$ cat src/rtl/intra4x4_mode_select.sv
// Purpose : encoder-side 4x4 luma intra mode decision (Vertical/Horizontal/DC by SAD) with residue streaming.
// Latency : with gapless beats, DECIDE 1 cycle after the 16th beat and residues on the 16 cycles after that; done on the last residue.
// Backpressure: none; pix_valid gaps stall LOAD only, EMIT always runs 16 consecutive cycles.
//
// Ports:
//   clk, reset (async, active-low)
//   start, top_pix[31:0], left_pix[31:0], top_avail, left_avail : block setup, sampled in IDLE
//   pix_valid, pix_in[7:0] : source pixels in raster order
//   busy, mode[1:0], res_valid, res_out[8:0], done : status, decision and residue stream
module intra4x4_mode_select (
  input  logic        clk,
  input  logic        reset,
  input  logic        start,
  input  logic [31:0] top_pix,
  input  logic [31:0] left_pix,
  input  logic        top_avail,
  input  logic        left_avail,
  input  logic        pix_valid,
  input  logic [7:0]  pix_in,
  output logic        busy,
  output logic [1:0]  mode,
  output logic        res_valid,
  output logic [8:0]  res_out,
  output logic        done
);

  typedef enum logic [1:0] {S_IDLE, S_LOAD, S_DECIDE, S_EMIT} state_t;

  state_t      state_q, state_d;
  logic [3:0]  cnt_q, cnt_d;
  logic [31:0] top_q, top_d;
  logic [31:0] left_q, left_d;
  logic        tav_q, tav_d;
  logic        lav_q, lav_d;
  logic [11:0] sadv_q, sadv_d;
  logic [11:0] sadh_q, sadh_d;
  logic [11:0] sadd_q, sadd_d;
  logic [1:0]  mode_q, mode_d;
  logic [7:0]  buf_q [16];

  function automatic logic [7:0] pick8(input logic [31:0] w, input logic [1:0] i);
    return w[{i, 3'b000} +: 8];
  endfunction

  function automatic logic [7:0] absdiff(input logic [7:0] a, input logic [7:0] b);
    return (a >= b) ? (a - b) : (b - a);
  endfunction

  // DC predictor from the latched neighbours.
  logic [9:0]  sum_top, sum_left;
  logic [10:0] sum_all;
  logic [9:0]  sum_one;
  logic [7:0]  dc_pred;

  assign sum_top  = {2'b00, top_q[7:0]}   + {2'b00, top_q[15:8]}
                  + {2'b00, top_q[23:16]} + {2'b00, top_q[31:24]};
  assign sum_left = {2'b00, left_q[7:0]}   + {2'b00, left_q[15:8]}
                  + {2'b00, left_q[23:16]} + {2'b00, left_q[31:24]};
  assign sum_all  = {1'b0, sum_top} + {1'b0, sum_left} + 11'd4;

  always_comb begin
    dc_pred = 8'd128;
    sum_one = 10'd0;
    case ({tav_q, lav_q})
      2'b11: dc_pred = sum_all[10:3];
      2'b10: begin
        sum_one = sum_top + 10'd2;
        dc_pred = sum_one[9:2];
      end
      2'b01: begin
        sum_one = sum_left + 10'd2;
        dc_pred = sum_one[9:2];
      end
      default: dc_pred = 8'd128;
    endcase
  end

  // Mode decision: start from DC and let H then V displace it on <=,
  // which hands ties to the lower mode number.
  logic [1:0]  best_mode;
  logic [11:0] best_sad;

  always_comb begin
    best_mode = 2'd2;
    best_sad  = sadd_q;
    if (lav_q && (sadh_q <= best_sad)) begin
      best_mode = 2'd1;
      best_sad  = sadh_q;
    end
    if (tav_q && (sadv_q <= best_sad)) begin
      best_mode = 2'd0;
      best_sad  = sadv_q;
    end
  end

  // Next-state logic.
  always_comb begin
    state_d = state_q;
    cnt_d   = cnt_q;
    top_d   = top_q;
    left_d  = left_q;
    tav_d   = tav_q;
    lav_d   = lav_q;
    sadv_d  = sadv_q;
    sadh_d  = sadh_q;
    sadd_d  = sadd_q;
    mode_d  = mode_q;
    case (state_q)
      S_IDLE: begin
        if (start) begin
          top_d   = top_pix;
          left_d  = left_pix;
          tav_d   = top_avail;
          lav_d   = left_avail;
          cnt_d   = 4'd0;
          sadv_d  = 12'd0;
          sadh_d  = 12'd0;
          sadd_d  = 12'd0;
          state_d = S_LOAD;
        end
      end
      S_LOAD: begin
        if (pix_valid) begin
          sadv_d = sadv_q + {4'd0, absdiff(pix_in, pick8(top_q, cnt_q[1:0]))};
          sadh_d = sadh_q + {4'd0, absdiff(pix_in, pick8(left_q, cnt_q[3:2]))};
          sadd_d = sadd_q + {4'd0, absdiff(pix_in, dc_pred)};
          cnt_d  = cnt_q + 4'd1;
          if (cnt_q == 4'd15) state_d = S_DECIDE;
        end
      end
      S_DECIDE: begin
        mode_d  = best_mode;
        cnt_d   = 4'd0;
        state_d = S_EMIT;
      end
      S_EMIT: begin
        cnt_d = cnt_q + 4'd1;
        if (cnt_q == 4'd15) state_d = S_IDLE;
      end
      default: state_d = S_IDLE;
    endcase
  end

  always_ff @(posedge clk or negedge reset) begin
    if (!reset) begin
      state_q <= S_IDLE;
      cnt_q   <= 4'd0;
      top_q   <= 32'd0;
      left_q  <= 32'd0;
      tav_q   <= 1'b0;
      lav_q   <= 1'b0;
      sadv_q  <= 12'd0;
      sadh_q  <= 12'd0;
      sadd_q  <= 12'd0;
      mode_q  <= 2'd0;
    end else begin
      state_q <= state_d;
      cnt_q   <= cnt_d;
      top_q   <= top_d;
      left_q  <= left_d;
      tav_q   <= tav_d;
      lav_q   <= lav_d;
      sadv_q  <= sadv_d;
      sadh_q  <= sadh_d;
      sadd_q  <= sadd_d;
      mode_q  <= mode_d;
    end
  end

  // Pixel buffer needs no reset: it is fully rewritten before every EMIT.
  always_ff @(posedge clk) begin
    if ((state_q == S_LOAD) && pix_valid) buf_q[cnt_q] <= pix_in;
  end

  // Residue path.
  logic [7:0] pred_emit;

  always_comb begin
    case (mode_q)
      2'd0:    pred_emit = pick8(top_q, cnt_q[1:0]);
      2'd1:    pred_emit = pick8(left_q, cnt_q[3:2]);
      default: pred_emit = dc_pred;
    endcase
  end

  assign busy      = (state_q != S_IDLE);
  assign mode      = mode_q;
  assign res_valid = (state_q == S_EMIT);
  assign res_out   = res_valid ? ({1'b0, buf_q[cnt_q]} - {1'b0, pred_emit}) : 9'd0;
  assign done      = res_valid && (cnt_q == 4'd15);

endmodule
$ cat config.mk
export PLATFORM = sky130hd
export DESIGN_NAME = intra4x4_mode_select
export DESIGN_NICKNAME = d
export VERILOG_FILES = /design/src/rtl/intra4x4_mode_select.sv
export SDC_FILE = /design/constraint.sdc
export NUM_CORES = 1
export LEC_CHECK = 0
export ABC_AREA = 1
export CAP_MARGIN = 20
export CORE_UTILIZATION = 43
export CTS_CLUSTER_DIAMETER = 40
export CTS_CLUSTER_SIZE = 8
export DETAILED_ROUTE_END_ITERATION = 10
export HOLD_SLACK_MARGIN = 0.15
export PLACE_DENSITY = 0.63
export SETUP_SLACK_MARGIN = 0.5
export SLEW_MARGIN = 40
export SYNTH_ARGS = -nofsm -noshare
export SYNTH_HDL_FRONTEND = slang
export SYNTH_SLANG_ARGS = --single-unit
$ cat constraint.sdc
create_clock -name clk -period 6.6 [get_ports clk]
set_input_delay 1.98 -clock clk [delete_from_list [all_inputs] [get_ports clk]]
set_output_delay 1.98 -clock clk [all_outputs]
set_load 0.05 [all_outputs]
==> run metrics, run 1 <==
outcome=finished, violations left; failing checks=negative setup slack; number of antenna violations at the first check in global routing=0; Rows=72; max incr delay on CP=roughly 0.57 ns; hpwl dp=roughly 39 mm; setup slack at placement=-0.924 ns; final hold vios=0; worst hold path class=register to register; Slowest-stage cell, CP=fa_2; Via density=5.32; post-synthesis async set-or-reset flop share=around 46%; Post-Syn Area per Cell=8.37 um^2; drt initial violations=roughly 1200; critical path class=register to output port; Clock Tree Buf Depth=3; Syn Inst Count=between 2000 and 2500; Synth Cell Area=0.0169 mm^2; Post-synth EDFFs=around 130; most frequent cells in the layout=nand2_1 (348), inv_1 (289), buf_4 (203); synth warn=0; fraction of layout cells with a size suffix above 1=a little under a quarter; global-route usage over all layers=27.1%; Max-slew headroom=approximately 40%; Core Region=just under 0.04 mm^2; vias in the first global route=approximately 15000; Pre-Repair DR Iteration Count=5; crit-path most repeated cell=inv_2; Reg clk slew, reported paths=0.04 ns; post-route worst setup slack=-1.29 ns; RSZ-0062 raised after global routing=yes; count of final setup violators=16; CTS root buf=clkbuf_16; fin nets=2590; GR Overflow Total=0; hold_buf cts=0; routed vias=between 15000 and 20000; Starting Density=between 40% and 50%; Worst Tran Pin Value=between 0.8 and 0.9 ns; Critical Path AT=5.91 ns; CP Max Fanout=2; register area share after synthesis=39.1%; post-DR wirelength/cell=between 15 and 20 um; I/O pin count=92; CP Capture Type=output port; commonest non-fill, non-tap cell in the layout=nand2_1; ys flop type=edfxtp_1; CTS tree=done; largest net degree at the start of global routing=between 90 and 100; CP startpoint kind=register; number of diodes=0; Die Wd=~200 um; worst skew pair latency=slightly below 0.6 ns; first-pass GRT wire length=82.2 mm; Seq cells post-synth=between 200 and 250; fmax=roughly 130 MHz; Inserted Clock Buffers=45; maxcap violations=0; die footprint=between 0.04 and 0.05 mm^2; CP Data Required Time=between 4 and 5 ns; I/O Buffers=91; # DRC=0; fin cells=between 2000 and 3000; Yosys cell types=59; final slew viol count=0; H-tree level count=2; die extent in y=roughly 200 um; Detail Route Antenna Nets=0; crit share post-route=119%; final wirelength=between 50 and 60 mm; post-layout min period=~8 ns; syn_nets=around 2300; GPL Wtd Cong=between 0.9 and 1; Clock Skew=between 0.04 and 0.05 ns; Inst Count DP=about 2800; Layout area overhead=33.5%; clk sinks=around 240
==> per-layer routing <==
metal	wire [um]	up-vias	global-route usage, %
li1	-	7386	-
met1	23800	7356	36.9
met2	24500	450	44.1
met3	3490	86	4.17
met4	1440	0	8.91
met5	0	-	0
==> area by class of cell <==
cell class              count  area, um^2
flip-flops and latches    238        6600
clock buffers              65        1250
fillers                  3366       16100
clock inverters            16         211
inverters                 328        1230
repair buffers            318        2830
multi-input cells        1390        9740
well taps                 518         648
==> per-stage QoR <==
stage | instance area [um^2] | util, % | setup TNS (ns) | hold WS [ns]
2_1_floorplan | 17000 | - | -2.86 | 0.477
4_1_cts | 22000 | 56.9 | -9.85 | 0.570
5_1_grt | 22500 | 58.2 | -15.28 | 0.609
3_5_place_dp | 19900 | 51.5 | -6.50 | 0.565
3_3_place_gp | 19900 | 51.4 | -5.27 | 0.555
6_report | 22500 | 58.2 | -10.03 | 0.583
==> path summary, 6_finish.rpt <==
check | slack, ns | start | cells after the start | end
max in group asynchronous | 4.23 | reset | 3 | left_q[20]
hold reg to reg | 0.58 | top_q[7] | 2 | top_q[7]
setup / recovery | -1.29 | left_q[17] | 29 | res_out[8]
setup reg to reg | -0.35 | top_q[17] | 48 | sadd_q[10]
hold / removal | 0.58 | top_q[7] | 2 | top_q[7]
min in group asynchronous | 1.25 | reset | 1 | state_q[1]
==> synth_stat cells (13+ instances only) <==
cell      instances  area, um^2
o22ai_1          53         332
a21oi_1         122         611
clkbuf_1         39         146
dfrtp_1         110        2750
nand3_1          72         360
fa_1             42         841
nand2_1         382        1430
inv_1           317        1190
nand2_2          13        81.3
o21ai_0         207        1040
edfxtp_1        128        3840
ha_1            149        1860
xor2_1           27         236
nand4_1          25         156
nor2_1          149         559
==> timing repair <==
action	CTS	global route
pin swaps	64	59
buffers inserted	19	14
cloned	1	0
setup endpoints to repair	20	21
resized for setup	109	91
==> critical path, delay by kind of cell, from the launching register on <==
family,cells,cell delay (ns)
adders and majority gates,8,2.64
AOI/OAI and AO/OA,6,1.25
buffers and inverters,8,0.58
and+or+nand+nor,7,0.55
DFF,1,0.34
==> state kept, by name, indices dropped and copies added, names as in the netlist <==
name     cells
cnt_q        4
mode         2
left_q      32
sadv_q      12
tav_q        1
sadh_q      12
lav_q        1
sadd_q      12
buf_q      128
state_q      2
top_q       32
==> cells by family after synthesis <==
group                      count (synthesis)  synth area share, %
AOI/OAI and AO/OA                        468                 15.9
xor gates and xnor gates                  34                 1.77
adders and majority gates                191                 16.0
buffers and inverters                    387                 8.91
DFF                                      238                 39.1
muxes                                     10                0.661
and+or+nand+nor                          686                 17.6
Power of run 1 is not shown: default switching activity piles up to over one toggle a cycle in this logic, so the estimate is an artifact.
==> run 2, diff against run 1 <==
Settings changed: SLEW_MARGIN 40 to 20.
==> run 2 against run 1 <==
Compared with the run above: the flow still finishes with violations (negative setup slack); final cell count rose by 0.10%; register-to-register slack improved by 0.04 ns; die area did not move; sequential share of layout area barely moved; hold slack got worse by 0.017 ns; setup slack got worse by 0.039 ns; core utilization barely moved; clock-buffer cell count fell by 1; non-clock buffer count rose by 5; routed wire length rose by 0.34%; largest cell class unchanged.
==> run metrics, run 2 (synthesis results as in run 1) <==
outcome=finished, violations left; failing checks=negative setup slack; Inst Count DP=2757 (unchanged); Largest register FFs=128 (unchanged); post-layout min period=7.92 ns (+0.0386 ns); biggest regs=buf_q (128), left_q (32), top_q (32); global-route usage over all layers=27.0% (-0.062 points); CP Capture Type=output port; met1 usage=35.8% (-1.1 points); CTS root buf=clkbuf_16; Detail Route Antenna Nets=0 (unchanged); vias in the first global route=15109 (-0.36%); GR Layer Usage met3=5.43% (+1.3 points); Final Core Density=58.3% (about the same); RSZ-0062 raised after global routing=yes; Biggest register=buf_q; worst skew pair latency=0.59 ns (about the same); Critical Path AT=5.94 ns (+0.03 ns); Via density=5.32 (about the same); die footprint=0.0400 mm^2 (unchanged); commonest non-fill, non-tap cell in the layout=nand2_1; Max-slew headroom=40.6% (+0.57 points); setup_tns=-10.52 ns (-0.487 ns); drt initial violations=1253 (+7.9%); Clock Tree Buf Depth=3 (unchanged); Reg clk slew, reported paths=0.05 ns (about the same); count of final setup violators=16 (unchanged); worst setup path startpoint=left_q[17]; final instance area=0.0225 mm^2 (about the same); most frequent cells in the layout=nand2_1 (352), inv_1 (290), buf_4 (203); global route hottest layer=met2; number of antenna violations at the first check in global routing=0 (unchanged); CP Max Fanout=2 (unchanged); critical path class=register to output port; # DRC=0 (unchanged); die extent in y=200 um (unchanged); maxcap violations=0 (unchanged); number of diodes=0 (unchanged); final wirelength=53.4 mm (+0.34%); CTS tree=done; M2 GR Usage=42.8% (-1.2 points); final slew viol count=0 (unchanged); fin nets=2593 (+0.12%); worst hold path class=register to register; Die Wd=200 um (unchanged); I/O Buffers=91 (unchanged); Rows=72 (unchanged); max incr delay on CP=0.57 ns (about the same); post-route worst setup slack=-1.32 ns (-0.0386 ns); Worst Tran Pin Value=0.891 ns (+0.00267 ns); GPL Wtd Cong=0.918 (unchanged); Inserted Clock Buffers=44 (-2.2%); final hold vios=0 (unchanged); routed vias=15292 (+0.092%); largest net degree at the start of global routing=92 (unchanged); hpwl dp=39.0 mm (-0.15%); placed cell area=0.0199 mm^2 (about the same); crit-path most repeated cell=inv_2; reg2reg start=top_q[17]; I/O pin count=92 (unchanged); fin cells=2876 (+0.10%); fraction of layout cells with a size suffix above 1=22.3% (-0.37 points); Pre-Repair DR Iteration Count=6 (+1); fmax=126 MHz (-0.49%); Core Region=0.0386 mm^2 (unchanged); H-tree level count=2 (unchanged); GR Overflow Total=0 (unchanged); clk sinks=238 (unchanged); hold_sp=cnt_q[3]; hold_buf cts=0 (unchanged); crit share post-route=120% (+0.59 points); filler cell count=3364 (-0.059%); CP Data Required Time=4.62 ns (about the same); post-DR wirelength/cell=18.6 um (+0.24%); Layout area overhead=33.6% (about the same); CP startpoint kind=register; Slowest-stage cell, CP=fa_2; first-pass GRT wire length=81.7 mm (-0.70%); Starting Density=43.6% (unchanged); Clock Skew=0.0476 ns (-0.000427 ns)
[run 2: cell types whose count changed in the layout (fill, tap and decap cells not counted), moves of 4 or more]
cell	before	now
nor2_1	137	141
nand2_1	348	352
ha_1	112	117
buf_6	22	28
nand2_2	42	37
[run 2: timing repair]
item | 4_1_cts | 5_1_grt
buffers inserted | 21 | 18
pin swaps | 64 | 51
endpoints found under the setup margin | 20 | 24
resized for setup | 106 | 94
[run 2: final timing paths]
check / to / slack (ns) / cells past startpoint
hold / removal: cnt_q[3] / 0.57 / 1
hold reg to reg: cnt_q[3] / 0.57 / 1
max in group asynchronous: top_q[20] / 4.13 / 2
setup / recovery: res_out[6] / -1.32 / 31
setup reg to reg: sadd_q[10] / -0.31 / 50
min in group asynchronous: sadv_q[11] / 1.41 / 1
[run 2: critical path, delay by kind of cell (launching register included)]
| kind | cells | cell delay [ns] |
|---|---|---|
| flops | 1 | 0.34 |
| buf+inv | 11 | 0.97 |
| simple gates | 5 | 0.51 |
| fa+ha+maj | 8 | 2.83 |
| compound gates | 7 | 0.76 |
[run 2: area by class of cell]
| class | count | area [um^2] | area share, % |
|---|---|---|---|
| Inverter | 328 | 1240 | 5.51 |
| Clock inverter | 16 | 287 | 1.27 |
| Timing Repair Buffer | 323 | 2870 | 12.7 |
| Multi-Input combinational cell | 1389 | 9670 | 42.9 |
| Sequential cell | 238 | 6600 | 29.3 |
| Clock buffer | 64 | 1210 | 5.36 |
| Tap cell | 518 | 648 | 2.88 |
[run 2: per-layer routing]
layer	vias to the layer above	part of all wire (%)
met5	-	0
met4	0	4.2
met3	128	7.2
met2	512	45
met1	7281	43
li1	7371	-
[run 2: stage by stage]
stage	hold WS (ns)	worst slack, ns
floorplan	0.477	-0.644
global placement	0.555	-0.813
detailed placement	0.561	-0.935
CTS	0.571	-1.35
global route	0.608	-1.61
finish	0.566	-1.32
Power of run 2 is left out for the same reason.
==> run 3, diff against run 2 <==
Settings changed: RECOVER_POWER set to 100, SLEW_MARGIN 20 to not set.
==> run 3 against run 2 <==
Compared with the run above: the run ends with max-capacitance violations, max-slew violations, negative setup slack left; highest routed layer unchanged; clock skew barely moved; sequential cell count did not move; sequential share of layout area rose by 0.13 points; final cell count about the same; global-route usage did not move; maximum frequency decreased by 0.12%; final area shrank 0.44%; core utilization is 0.26 points lower; setup slack got worse by 0.0097 ns; register-to-register slack got worse by 0.16 ns; critical path depth did not move; hold slack better by 0.00074 ns.
==> run metrics, run 3 (synthesis results as in run 1) <==
crit-path leading delay family=adder cells; Routed met3 length=3.74 mm (-3.0%); placed cell area=0.0199 mm^2 (unchanged); Rows=72 (unchanged); fraction of layout cells with a size suffix above 1=21.5% (-0.77 points); RSZ-0062 raised after global routing=yes; CP Capture Type=output port; maxcap violations=4 (+4); Layout area overhead=33.0%; hold_buf cts=0 (unchanged); clk sinks=238 (unchanged); hpwl dp=39.0 mm (unchanged); fmax=126 MHz (-0.12%); drt initial violations=1178 (-6.0%); I/O Buffers=91 (unchanged); hold_sp=cnt_q[3]; final wirelength=53.4 mm (about the same); number of antenna violations at the first check in global routing=0 (unchanged); filler cell count=3388 (+0.71%); final slew viol count=165 (+165); metal1 wirelength=23.3 mm (+0.36%); Largest register FFs=128 (unchanged); I/O pin count=92 (unchanged); Pre-Repair DR Iteration Count=5 (-1); Max-slew headroom=-140% (-180 points); setup slack at placement=-0.935 ns (unchanged); critical path class=register to output port; sink of the worst hold path=cnt_q[3]; Clock Tree Buf Depth=3 (unchanged); global-route usage over all layers=27.0% (unchanged); die footprint=0.0400 mm^2 (unchanged); CP Max Fanout=2 (unchanged); outcome=finished, violations left; Inserted Clock Buffers=44 (unchanged); CP startpoint kind=register; reg2reg end=sadd_q[11]; Core Region=0.0386 mm^2 (unchanged); met2 wire len=24.1 mm (-0.29%); Top Layer Used=met4; hold path cells=1 (unchanged); R2R cell count=50 (unchanged); GR Overflow Total=0 (unchanged); CTS root buf=clkbuf_16; setup_tns=-12.02 ns (-1.50 ns); Detail Route Antenna Nets=0 (unchanged); H-tree level count=2 (unchanged); Slowest-stage cell, CP=fa_2; die extent in y=200 um (unchanged); buffers and inverters on the worst path=10 (-1); post-layout min period=7.93 ns (+0.00974 ns); fin nets=2594 (+0.039%); first-pass GRT wire length=81.7 mm (unchanged); Starting Density=43.6% (unchanged); # DRC=0 (unchanged); CTS tree=done; reg2reg start=top_q[17]; r2r setup slk=-0.47 ns (-0.16 ns); Clock Skew=0.0480 ns (+0.000364 ns); Biggest register=buf_q; largest net degree at the start of global routing=92 (unchanged); Critical Path AT=5.95 ns (about the same); count of final setup violators=21 (+5); fin cells=2877 (+0.035%); vias in the first global route=15109 (unchanged); Via density=5.32 (+0.12%); Worst Tran Pin Value=3.60 ns (+2.71 ns); commonest non-fill, non-tap cell in the layout=nand2_1; biggest regs=buf_q (128), left_q (32), top_q (32); most frequent cells in the layout=nand2_1 (353), inv_1 (290), buf_4 (191); crit share post-route=120% (+0.15 points); max incr delay on CP=0.57 ns (about the same); Reg clk slew, reported paths=0.05 ns (about the same); worst hold path class=register to register; Die Wd=200 um (unchanged); routed vias=15315 (+0.15%); final hold vios=0 (unchanged); failing checks=max-capacitance violations, max-slew violations, negative setup slack; GPL Wtd Cong=0.918 (unchanged); final instance area=0.0224 mm^2 (-0.44%); crit-path most repeated cell=inv_2; number of diodes=0 (unchanged); worst skew pair latency=0.59 ns (about the same); post-route worst setup slack=-1.33 ns (-0.00974 ns); CP Data Required Time=4.62 ns (about the same); post-DR wirelength/cell=18.6 um (about the same); Inst Count DP=2757 (unchanged)
-- run 3: cell count changes in the layout (fill, tap and decap cells not counted), moves of 2 or more --
cell and delta:
buf_4 -12, dlygate4sd3_1 +14, o21ai_1 -3, o21ai_0 +4, clkbuf_1 +14, clkdlybuf4s50_1 -14, buf_12 -2
-- run 3: layout make-up --
cell class                      instances  area (um^2)  area share [%]
Timing Repair Buffer                  324         2790            12.5
Clock buffer                           64         1210            5.38
Multi-Input combinational cell       1389         9650            43.0
Tap cell                              518          648            2.89
Inverter                              328         1240            5.53
Sequential cell                       238         6600            29.4
Clock inverter                         16          287            1.28
-- run 3: repair_timing --
action | CTS | global route
pin swaps | 64 | 51
setup buffers | 21 | 18
gates resized for setup | 106 | 94
setup endpoints to repair | 20 | 24
-- run 3: worst register-to-register path, delay by kind of cell (launching register included) --
kind                       cells  cell delay [ns]
adders and majority gates      8             2.45
DFF                            1             0.36
xor gates and xnor gates       1             0.14
and+or+nand+nor               18             1.46
muxes                          1             0.32
buffers and inverters         16             1.47
AOI/OAI and AO/OA              6             0.77
-- run 3: worst max-delay path by stage --
| stage | from | end | slack, ns | depth (start not counted) |
|---|---|---|---|---|
| global route | left_q[17] | res_out[8] | -1.61 | 31 |
| floorplan | left_q[1] | res_out[8] | -0.64 | 33 |
| CTS | left_q[17] | res_out[8] | -1.35 | 35 |
| finish | left_q[17] | res_out[8] | -1.33 | 31 |
| detailed placement | left_q[1] | res_out[8] | -0.94 | 34 |
| global placement | left_q[1] | res_out[8] | -0.81 | 34 |
-- run 3: per-stage QoR --
step / hold slack [ns] / util [%]
3_3_place_gp: 0.555 / 51.4
5_1_grt: 0.608 / 58.0
3_5_place_dp: 0.561 / 51.4
2_1_floorplan: 0.477 / -
4_1_cts: 0.571 / 56.9
6_report: 0.567 / 58.0
-- run 3: routing by layer --
metal	up-vias	track usage, %
li1	7378	-
met1	7301	35.8
met2	504	42.8
met3	132	5.43
met4	0	11.8
met5	-	0
Power of run 3 is left out for the same reason.
